`src/rtl/pipe_pkg.sv`:
```
// pipe_pkg: shared state encodings and register constants for the pipeline hazard controller
package pipe_pkg;
   typedef enum logic [1:0] {
      RUN     = 2'd0,
      I_WAIT  = 2'd1,
      D_WAIT  = 2'd2,
      ID_WAIT = 2'd3
   } state_t;
   localparam logic [4:0] REG_ZERO = 5'd0;
endpackage

```
`src/rtl/pipe_hazard_ctrl_hazard_detect.sv`:
```
// hazard_detect: combinational load-use compare between the load in EX and the operands read in ID
module hazard_detect
   import pipe_pkg::*;
(
   input  logic       ex_mem_read,
   input  logic [4:0] ex_rt,
   input  logic [4:0] id_rs,
   input  logic [4:0] id_rt,
   input  logic       id_uses_rt,
   output logic       load_use
);
   assign load_use = ex_mem_read && ex_rt != REG_ZERO &&
                     (ex_rt == id_rs || (id_uses_rt && ex_rt == id_rt));
endmodule

```
`src/rtl/pipe_hazard_ctrl.sv`:
```
// pipe_hazard_ctrl: stall/flush sequencer for load-use, ID branches and I/D-cache miss waits
// Perf counters are built only when PIPE_HAZARD_CTRL_PERF_EN is defined.
module pipe_hazard_ctrl
   import pipe_pkg::*;
#(
   parameter int TMO_CYCLES = 1023,
   parameter int CNT_W      = 32
) (
   input  logic             clk,
   input  logic             rst,
   input  logic [4:0]       id_rs,
   input  logic [4:0]       id_rt,
   input  logic             id_uses_rt,
   input  logic             ex_mem_read,
   input  logic [4:0]       ex_rt,
   input  logic             id_branch_taken,
   input  logic             icache_miss,
   input  logic             icache_ready,
   input  logic             dcache_miss,
   input  logic             dcache_ready,
   output logic             pc_stall,
   output logic             if_id_stall,
   output logic             if_id_flush,
   output logic             id_ex_stall,
   output logic             id_ex_flush,
   output logic             ex_mem_stall,
   output logic             mem_wb_flush,
   output logic [1:0]       ctrl_state,
   output logic             timeout_err,
   output logic [CNT_W-1:0] perf_stall_cnt,
   output logic [CNT_W-1:0] perf_flush_cnt
);
   localparam int TW = $clog2(TMO_CYCLES + 1);
   localparam logic [TW-1:0] TMO = TW'(TMO_CYCLES);
   state_t state, state_nxt;
   logic [TW-1:0] tmo_cnt;
   logic load_use, d_wait, i_wait;
   hazard_detect u_hazard_detect (
      .ex_mem_read(ex_mem_read),
      .ex_rt      (ex_rt),
      .id_rs      (id_rs),
      .id_rt      (id_rt),
      .id_uses_rt (id_uses_rt),
      .load_use   (load_use)
   );
   assign ctrl_state = state;
   // A ready cycle ends that side's wait, so outputs fall through to lower-priority rules
   assign d_wait = (state == RUN && dcache_miss) ||
                   ((state == D_WAIT || state == ID_WAIT) && !dcache_ready);
   assign i_wait = (state == RUN && icache_miss) ||
                   ((state == I_WAIT || state == ID_WAIT) && !icache_ready);
   always_comb begin
      state_nxt = state;
      case (state)
         RUN:     state_nxt = dcache_miss ? (icache_miss ? ID_WAIT : D_WAIT) : (icache_miss ? I_WAIT : RUN);
         I_WAIT:  state_nxt = icache_ready ? RUN : (dcache_miss ? ID_WAIT : I_WAIT);
         D_WAIT:  state_nxt = dcache_ready ? (icache_miss ? I_WAIT : RUN) : D_WAIT;
         ID_WAIT: state_nxt = dcache_ready ? (icache_ready ? RUN : I_WAIT) : (icache_ready ? D_WAIT : ID_WAIT);
         default: state_nxt = RUN;
      endcase
   end
   always_comb begin
      pc_stall     = 1'b0;
      if_id_stall  = 1'b0;
      if_id_flush  = 1'b0;
      id_ex_stall  = 1'b0;
      id_ex_flush  = 1'b0;
      ex_mem_stall = 1'b0;
      mem_wb_flush = 1'b0;
      if (rst) begin
         if_id_flush  = 1'b1;
         id_ex_flush  = 1'b1;
         mem_wb_flush = 1'b1;
      end else if (d_wait) begin
         pc_stall     = 1'b1;
         if_id_stall  = 1'b1;
         id_ex_stall  = 1'b1;
         ex_mem_stall = 1'b1;
         mem_wb_flush = 1'b1;
      end else if (i_wait || load_use) begin
         pc_stall    = 1'b1;
         if_id_stall = 1'b1;
         id_ex_flush = 1'b1;
      end else begin
         if_id_flush = id_branch_taken;
      end
   end
   always_ff @(posedge clk) begin
      if (rst) begin
         state       <= RUN;
         tmo_cnt     <= '0;
         timeout_err <= 1'b0;
      end else begin
         state       <= state_nxt;
         tmo_cnt     <= (state_nxt == RUN) ? '0 : (state != RUN && tmo_cnt != TMO) ? tmo_cnt + TW'(1) : tmo_cnt;
         timeout_err <= timeout_err || (state != RUN && tmo_cnt >= TMO - TW'(1));
      end
   end
`ifdef PIPE_HAZARD_CTRL_PERF_EN
   always_ff @(posedge clk) begin
      if (rst) begin
         perf_stall_cnt <= '0;
         perf_flush_cnt <= '0;
      end else begin
         perf_stall_cnt <= perf_stall_cnt + CNT_W'(pc_stall);
         perf_flush_cnt <= perf_flush_cnt + CNT_W'(if_id_flush);
      end
   end
`else
   assign perf_stall_cnt = '0;
   assign perf_flush_cnt = '0;
`endif
endmodule
```
`config.mk`:
```
export PLATFORM = sky130hd
export DESIGN_NAME = pipe_hazard_ctrl
export DESIGN_NICKNAME = d
export VERILOG_FILES = /design/src/rtl/pipe_pkg.sv /design/src/rtl/pipe_hazard_ctrl_hazard_detect.sv /design/src/rtl/pipe_hazard_ctrl.sv
export SDC_FILE = /design/constraint.sdc
export NUM_CORES = 1
export LEC_CHECK = 0
export ABC_AREA = 1
export BUFFER_PORTS_ARGS = -buffer_cell sky130_fd_sc_hd__buf_2
export CELL_PAD_IN_SITES_DETAIL_PLACEMENT = 1
export CELL_PAD_IN_SITES_GLOBAL_PLACEMENT = 1
export CORE_UTILIZATION = 25
export DETAILED_ROUTE_END_ITERATION = 16
export PLACE_DENSITY_LB_ADDON = 0.1
export SLEW_MARGIN = 5
export SYNTH_ARGS = -nofsm -noshare
export SYNTH_HDL_FRONTEND = slang
export SYNTH_HIERARCHICAL = 1
export SYNTH_SLANG_ARGS = --single-unit
```
`constraint.sdc`:
```
create_clock -name clk -period 1.2 [get_ports clk]
set_input_delay 0.24 -clock clk [delete_from_list [all_inputs] [get_ports clk]]
set_output_delay 0.24 -clock clk [all_outputs]
set_load 0.02 [all_outputs]
```
* Word-level counts from Yosys, hierarchy flattened
Cells that the tools add are included.
** Cells by class
- Add/subtract/negate cells :: 1
- Order comparisons :: 1
- Eq/ne operators :: 6
- Muxes and demuxes :: 21
- Reduce and logical (&&, ||, !) cells :: 23
** Operator list (count)
- $mux W1 :: 15
- $add A10 B1 Y10 const B :: 1
- $eq A5 B5 Y1 :: 2
- $ge A10 B10 Y1 const B :: 1
- $mux W2 :: 5
- $ne A10 B10 Y1 const B :: 1
- $logic_and A1 B1 Y1 :: 9
- $pmux W2 S4 :: 1
- $logic_or A1 B1 Y1 :: 7
- $reduce_bool A5 Y1 :: 1
- $eq A2 B2 Y1 const B :: 2
- $logic_not A2 Y1 :: 2
- $eq A2 B1 Y1 const B :: 1
- $logic_not A1 Y1 :: 2
- $reduce_bool A2 Y1 :: 1
- $reduce_or A2 Y1 :: 1
** Word-level totals
- Register bits :: 13
- Input bits :: 24
- Output and inout bits :: 74

* Depth between registers and ports, before layout
- Word-level depth :: 8
- Mapped depth :: 9

* Cells and area by module
The synthesis kept the hierarchy.
** By module, submodules not included
- pipe_hazard_ctrl :: times used 1, cells each 191, area each 1330.0 um^2, seq. area each 260.2 um^2
- hazard_detect :: times used 1, cells each 52, area each 206.4 um^2, seq. area each 0.0 um^2

* Least setup slack after synthesis
No wires, ideal clock.
- Path kind :: register to output
- Start point :: register state[1], in the netlist ctrl_state[1]
- End point :: output pc_stall
- Arrival :: 1.562 ns
- Required time :: 0.960 ns
- Slack :: -0.602 ns
- Stages on the path, launching flop included :: 7
- Path buffers :: 1
- Cell sequence :: dfxtp_1 inv_1 or2_1 nand2_1 inv_2 a21oi_1 buf_4
** On the way
- Longest elaborated chain between the ends :: 8
** Ends and longest elaborated chain
- start: declaration :: RTL line pipe_hazard_ctrl.sv:35 : state_t state, state_nxt;
- start signal: assignment :: RTL line pipe_hazard_ctrl.sv:94 : state <= state_nxt;
- $eq A2 B1 Y1 or $eq A2 B2 Y1 (tied branches) :: RTL line pipe_hazard_ctrl.sv:51, pipe_hazard_ctrl.sv:49
- $logic_or A1 B1 Y1 :: RTL line pipe_hazard_ctrl.sv:51 : ((state == I_WAIT || state == ID_WAIT) && !icache_ready);
- $logic_and A1 B1 Y1 :: RTL line pipe_hazard_ctrl.sv:51
- $logic_or A1 B1 Y1 :: RTL line pipe_hazard_ctrl.sv:50 : assign i_wait = (state == RUN && icache_miss) ||
- $logic_or A1 B1 Y1 :: RTL line pipe_hazard_ctrl.sv:80 : end else if (i_wait || load_use) begin
- $mux W1
- $mux W1 * (2 in series)
- end: declaration :: RTL line pipe_hazard_ctrl.sv:21 : output logic pc_stall,
Every way passes the cells marked *; elsewhere a longest branch is shown, timed or not.

* Worst setup path after layout
- Start point :: register state[0], in the netlist ctrl_state[0]
- End point :: output if_id_flush
** On the way
- Longest elaborated chain between the ends :: 8
** Ends and longest elaborated chain
- $eq A2 B1 Y1 or $eq A2 B2 Y1 (tied branches) :: RTL line pipe_hazard_ctrl.sv:51, pipe_hazard_ctrl.sv:49
- $logic_or A1 B1 Y1 :: RTL line pipe_hazard_ctrl.sv:51
- $logic_and A1 B1 Y1 :: RTL line pipe_hazard_ctrl.sv:51
- $logic_or A1 B1 Y1 :: RTL line pipe_hazard_ctrl.sv:50
- $logic_or A1 B1 Y1 :: RTL line pipe_hazard_ctrl.sv:80
- $mux W1 :: RTL line pipe_hazard_ctrl.sv:80
- $mux W1 * :: RTL line pipe_hazard_ctrl.sv:74 : end else if (d_wait) begin
- $mux W1 * :: RTL line pipe_hazard_ctrl.sv:70 : if (rst) begin
- end: declaration :: RTL line pipe_hazard_ctrl.sv:23 : output logic if_id_flush,
Marks and branches as above.

==> results.yml <==
outcome:
  outcome: "finished with violations"
  violations: "negative setup slack"
synthesis:
  ys_ff_latch: 13
  synth_warnings: 6
  avgSynthCellArea_um2: 6.32
  ys_seq_area_frac: 0.169
  synth_ff_type: "dfxtp_1"
  synthArstFlopShare: 0
  synth_edf_count: 0
  synth_area_leader_cell: "buf_4"
  synth_area_leaders: "buf_4 (32%), dfxtp_1 (17%), nand2_1 (13%), nor2_1 (7.1%), inv_1 (5.9%)"
  synth.most_common_cell: "buf_4"
  synth.top_cell.area_share: 0.322
  syn-cell-area_um2: 1540
  ys_types: 25
  synth_common_cells: "buf_4 (66), nand2_1 (55), nor2_1 (29), inv_1 (24), nand3_1 (14)"
  syn_inst: 243
layout:
  stdcell_count: 383
  syn_to_final_growth_pct: 38.2
  diodes: 0
  drive_above_1_share: 0.435
  nets: 335
  fill_cells: 784
  fin_util: 0.359
timing:
  hold_viol: 0
  clock_skew_ns: 0.00128
  min_period_over_period: 1.35
  post-route-min-period_ns: 1.61
  setup_tns_ns: -2.98
  finalMaxSlewViolations: 0
  rsz0062_at_grt: "true"
  max_freq_mhz: 620
  setup_viol: 17
  worst_slack_ns: -0.414
floorplan:
  num_rows: 28
  die_area_um2: 6460
  die_h_um: 80.4
  coreArea_um2: 5920
  start_util: 0.260
  die_x_um: 80.4
  ios: 98
route:
  drtIter0Drc: 21
  postRouteAntennaNets: 0
  wl_per_cell_um: 9.86
  vias: 1436
  drc_errors: 0
  avgViaCountPerCell: 3.75
  dr.pass1.iters: 4
  wl_mm: 3.78
clocking:
  cts_tree: "done"
  clock-sinks: 13
  cts_buffers: 3
  clock_latency_ns: 0.24
  root_buffer: "clkbuf_8"
  clockBufferDepth: 2
  cts_htree_levels: 1
  cts_hold_buf: 0
  clk_pin_slew_worst_paths_ns: 0.06
pwr:
  powerDensity_nw_per_um2: 735
  vdd_drop_max_v: 0.000360
  leakage_nw: 1.09
setup_path:
  worst-setup-path-type: "reg -> out"
  path_max_fanout: 3
  crit_required_ns: 0.96
  end_kind: "primary output"
  crit_path_start_kind: "register"
  cp_data_arrival_time_ns: 1.37
place:
  io_buffers: 33
  dp.cells: 373
  globalplace.congestion: 0.680
  place_hpwl_mm: 3.00
grt:
  grt_busiest_layer: "met2"
  grt_max_degree: 10
  use_met2: 0.216
  grt_pass1_wl_mm: 5.95
  grtUsageMet3: 0.0250
  grt_usage: 0.119
  antenna_found_initial: 0
  grtUsageMet1: 0.138
  grt_pass1_vias: 1324
  grt_overflow_total: 0
hold_path:
  min_path_type: "in -> reg"
run:
  cap_viol_max_count: 0
state kept, by name, summed over array words and instances, names as in the netlist:
name and count:
ctrl_state 2, timeout_err 1, tmo_cnt 10
cell usage in the layout (no fill, tap or decap), drive strengths merged:
| cell type | instances |
|---|---|
| nand4 | 6 |
| a21oi | 8 |
| nand3 | 16 |
| o21ai | 2 |
| nand2 | 58 |
| conb | 64 |
| buf | 65 |
| or2 | 2 |
| clkbuf | 4 |
| nand3b | 1 |
| ha | 2 |
| dfxtp | 13 |
| inv | 30 |
| xnor2 | 3 |
| o2111ai | 1 |
| xor2 | 1 |
| nor2 | 32 |
critical path: stages, from the launching register on:
cell and delay, ns:
dfxtp_4 0.37, inv_2 0.04, or2_1 0.23, nand2_2 0.11, nor2_4 0.05, a21oi_4 0.16
nor2_2 0.05, buf_6 0.12
logic make-up (layout without fill, tap and decap cells):
| kind of cell | Yosys count | after routing | synth area share |
|---|---|---|---|
| AOI/OAI and AO/OA | 11 | 11 | 0.0480 |
| buffers and inverters | 98 | 99 | 0.406 |
| xor gates and xnor gates | 4 | 4 | 0.0228 |
| and+or+nand+nor | 114 | 115 | 0.335 |
| other | 1 | 64 | 0.00244 |
| adders and majority gates | 2 | 2 | 0.0163 |
| DFF | 13 | 13 | 0.169 |
path summary, 6_finish.rpt:
| check | startpoint | end | slack (ns) | depth (start not counted) |
|---|---|---|---|---|
| worst max-delay path | ctrl_state[0] | if_id_flush | -0.41 | 7 |
| worst min-delay path | rst | timeout_err | 0.35 | 3 |
| worst max register to register | tmo_cnt[1] | tmo_cnt[9] | -0.09 | 8 |
| worst min register to register | timeout_err | timeout_err | 0.44 | 2 |
timing repair:
action                                  in CTS  in global routing
cloned                                       1                  0
buffers inserted                             3                  2
pin swaps                                   14                 12
resized for setup                           27                 45
endpoints found under the hold margin        0                  0
endpoints found under the setup margin      16                 18
metal layers:
metal,part of all wire,vias to the layer above
met2,0.52,57
li1,-,744
met4,0.0066,0
met3,0.054,2
met1,0.42,633
met5,0,-
power by group:
| group | switching (mW) | internal (mW) | leakage (nW) |
|---|---|---|---|
| registers | 0.0157 | 0.446 | 0.109 |
| logic | 0.471 | 0.221 | 0.956 |
| clock network | 0.171 | 0.235 | 0.0228 |
through the flow:
stage               power, mW  hold WS [ns]  area [um2]  worst slack [ns]
floorplan                1.03         0.309        1820            -0.214
global placement         1.04         0.436        1770            -0.385
detailed placement       1.04         0.435        1770            -0.409
CTS                      1.51         0.342        1930            -0.446
global route             1.66         0.351        2120            -0.487
finish                   1.56         0.346        2120            -0.414
layout make-up:
type	instances	area [um2]	share of cell area
clock buffer	4	45.0	0.0212
sequential	13	273	0.128
timing repair buffer	65	457	0.215
multi-input combinational	196	1130	0.532
tap	75	93.8	0.0442
inverter	30	125	0.0589
Note: power is estimated with default switching activity, not from simulation.
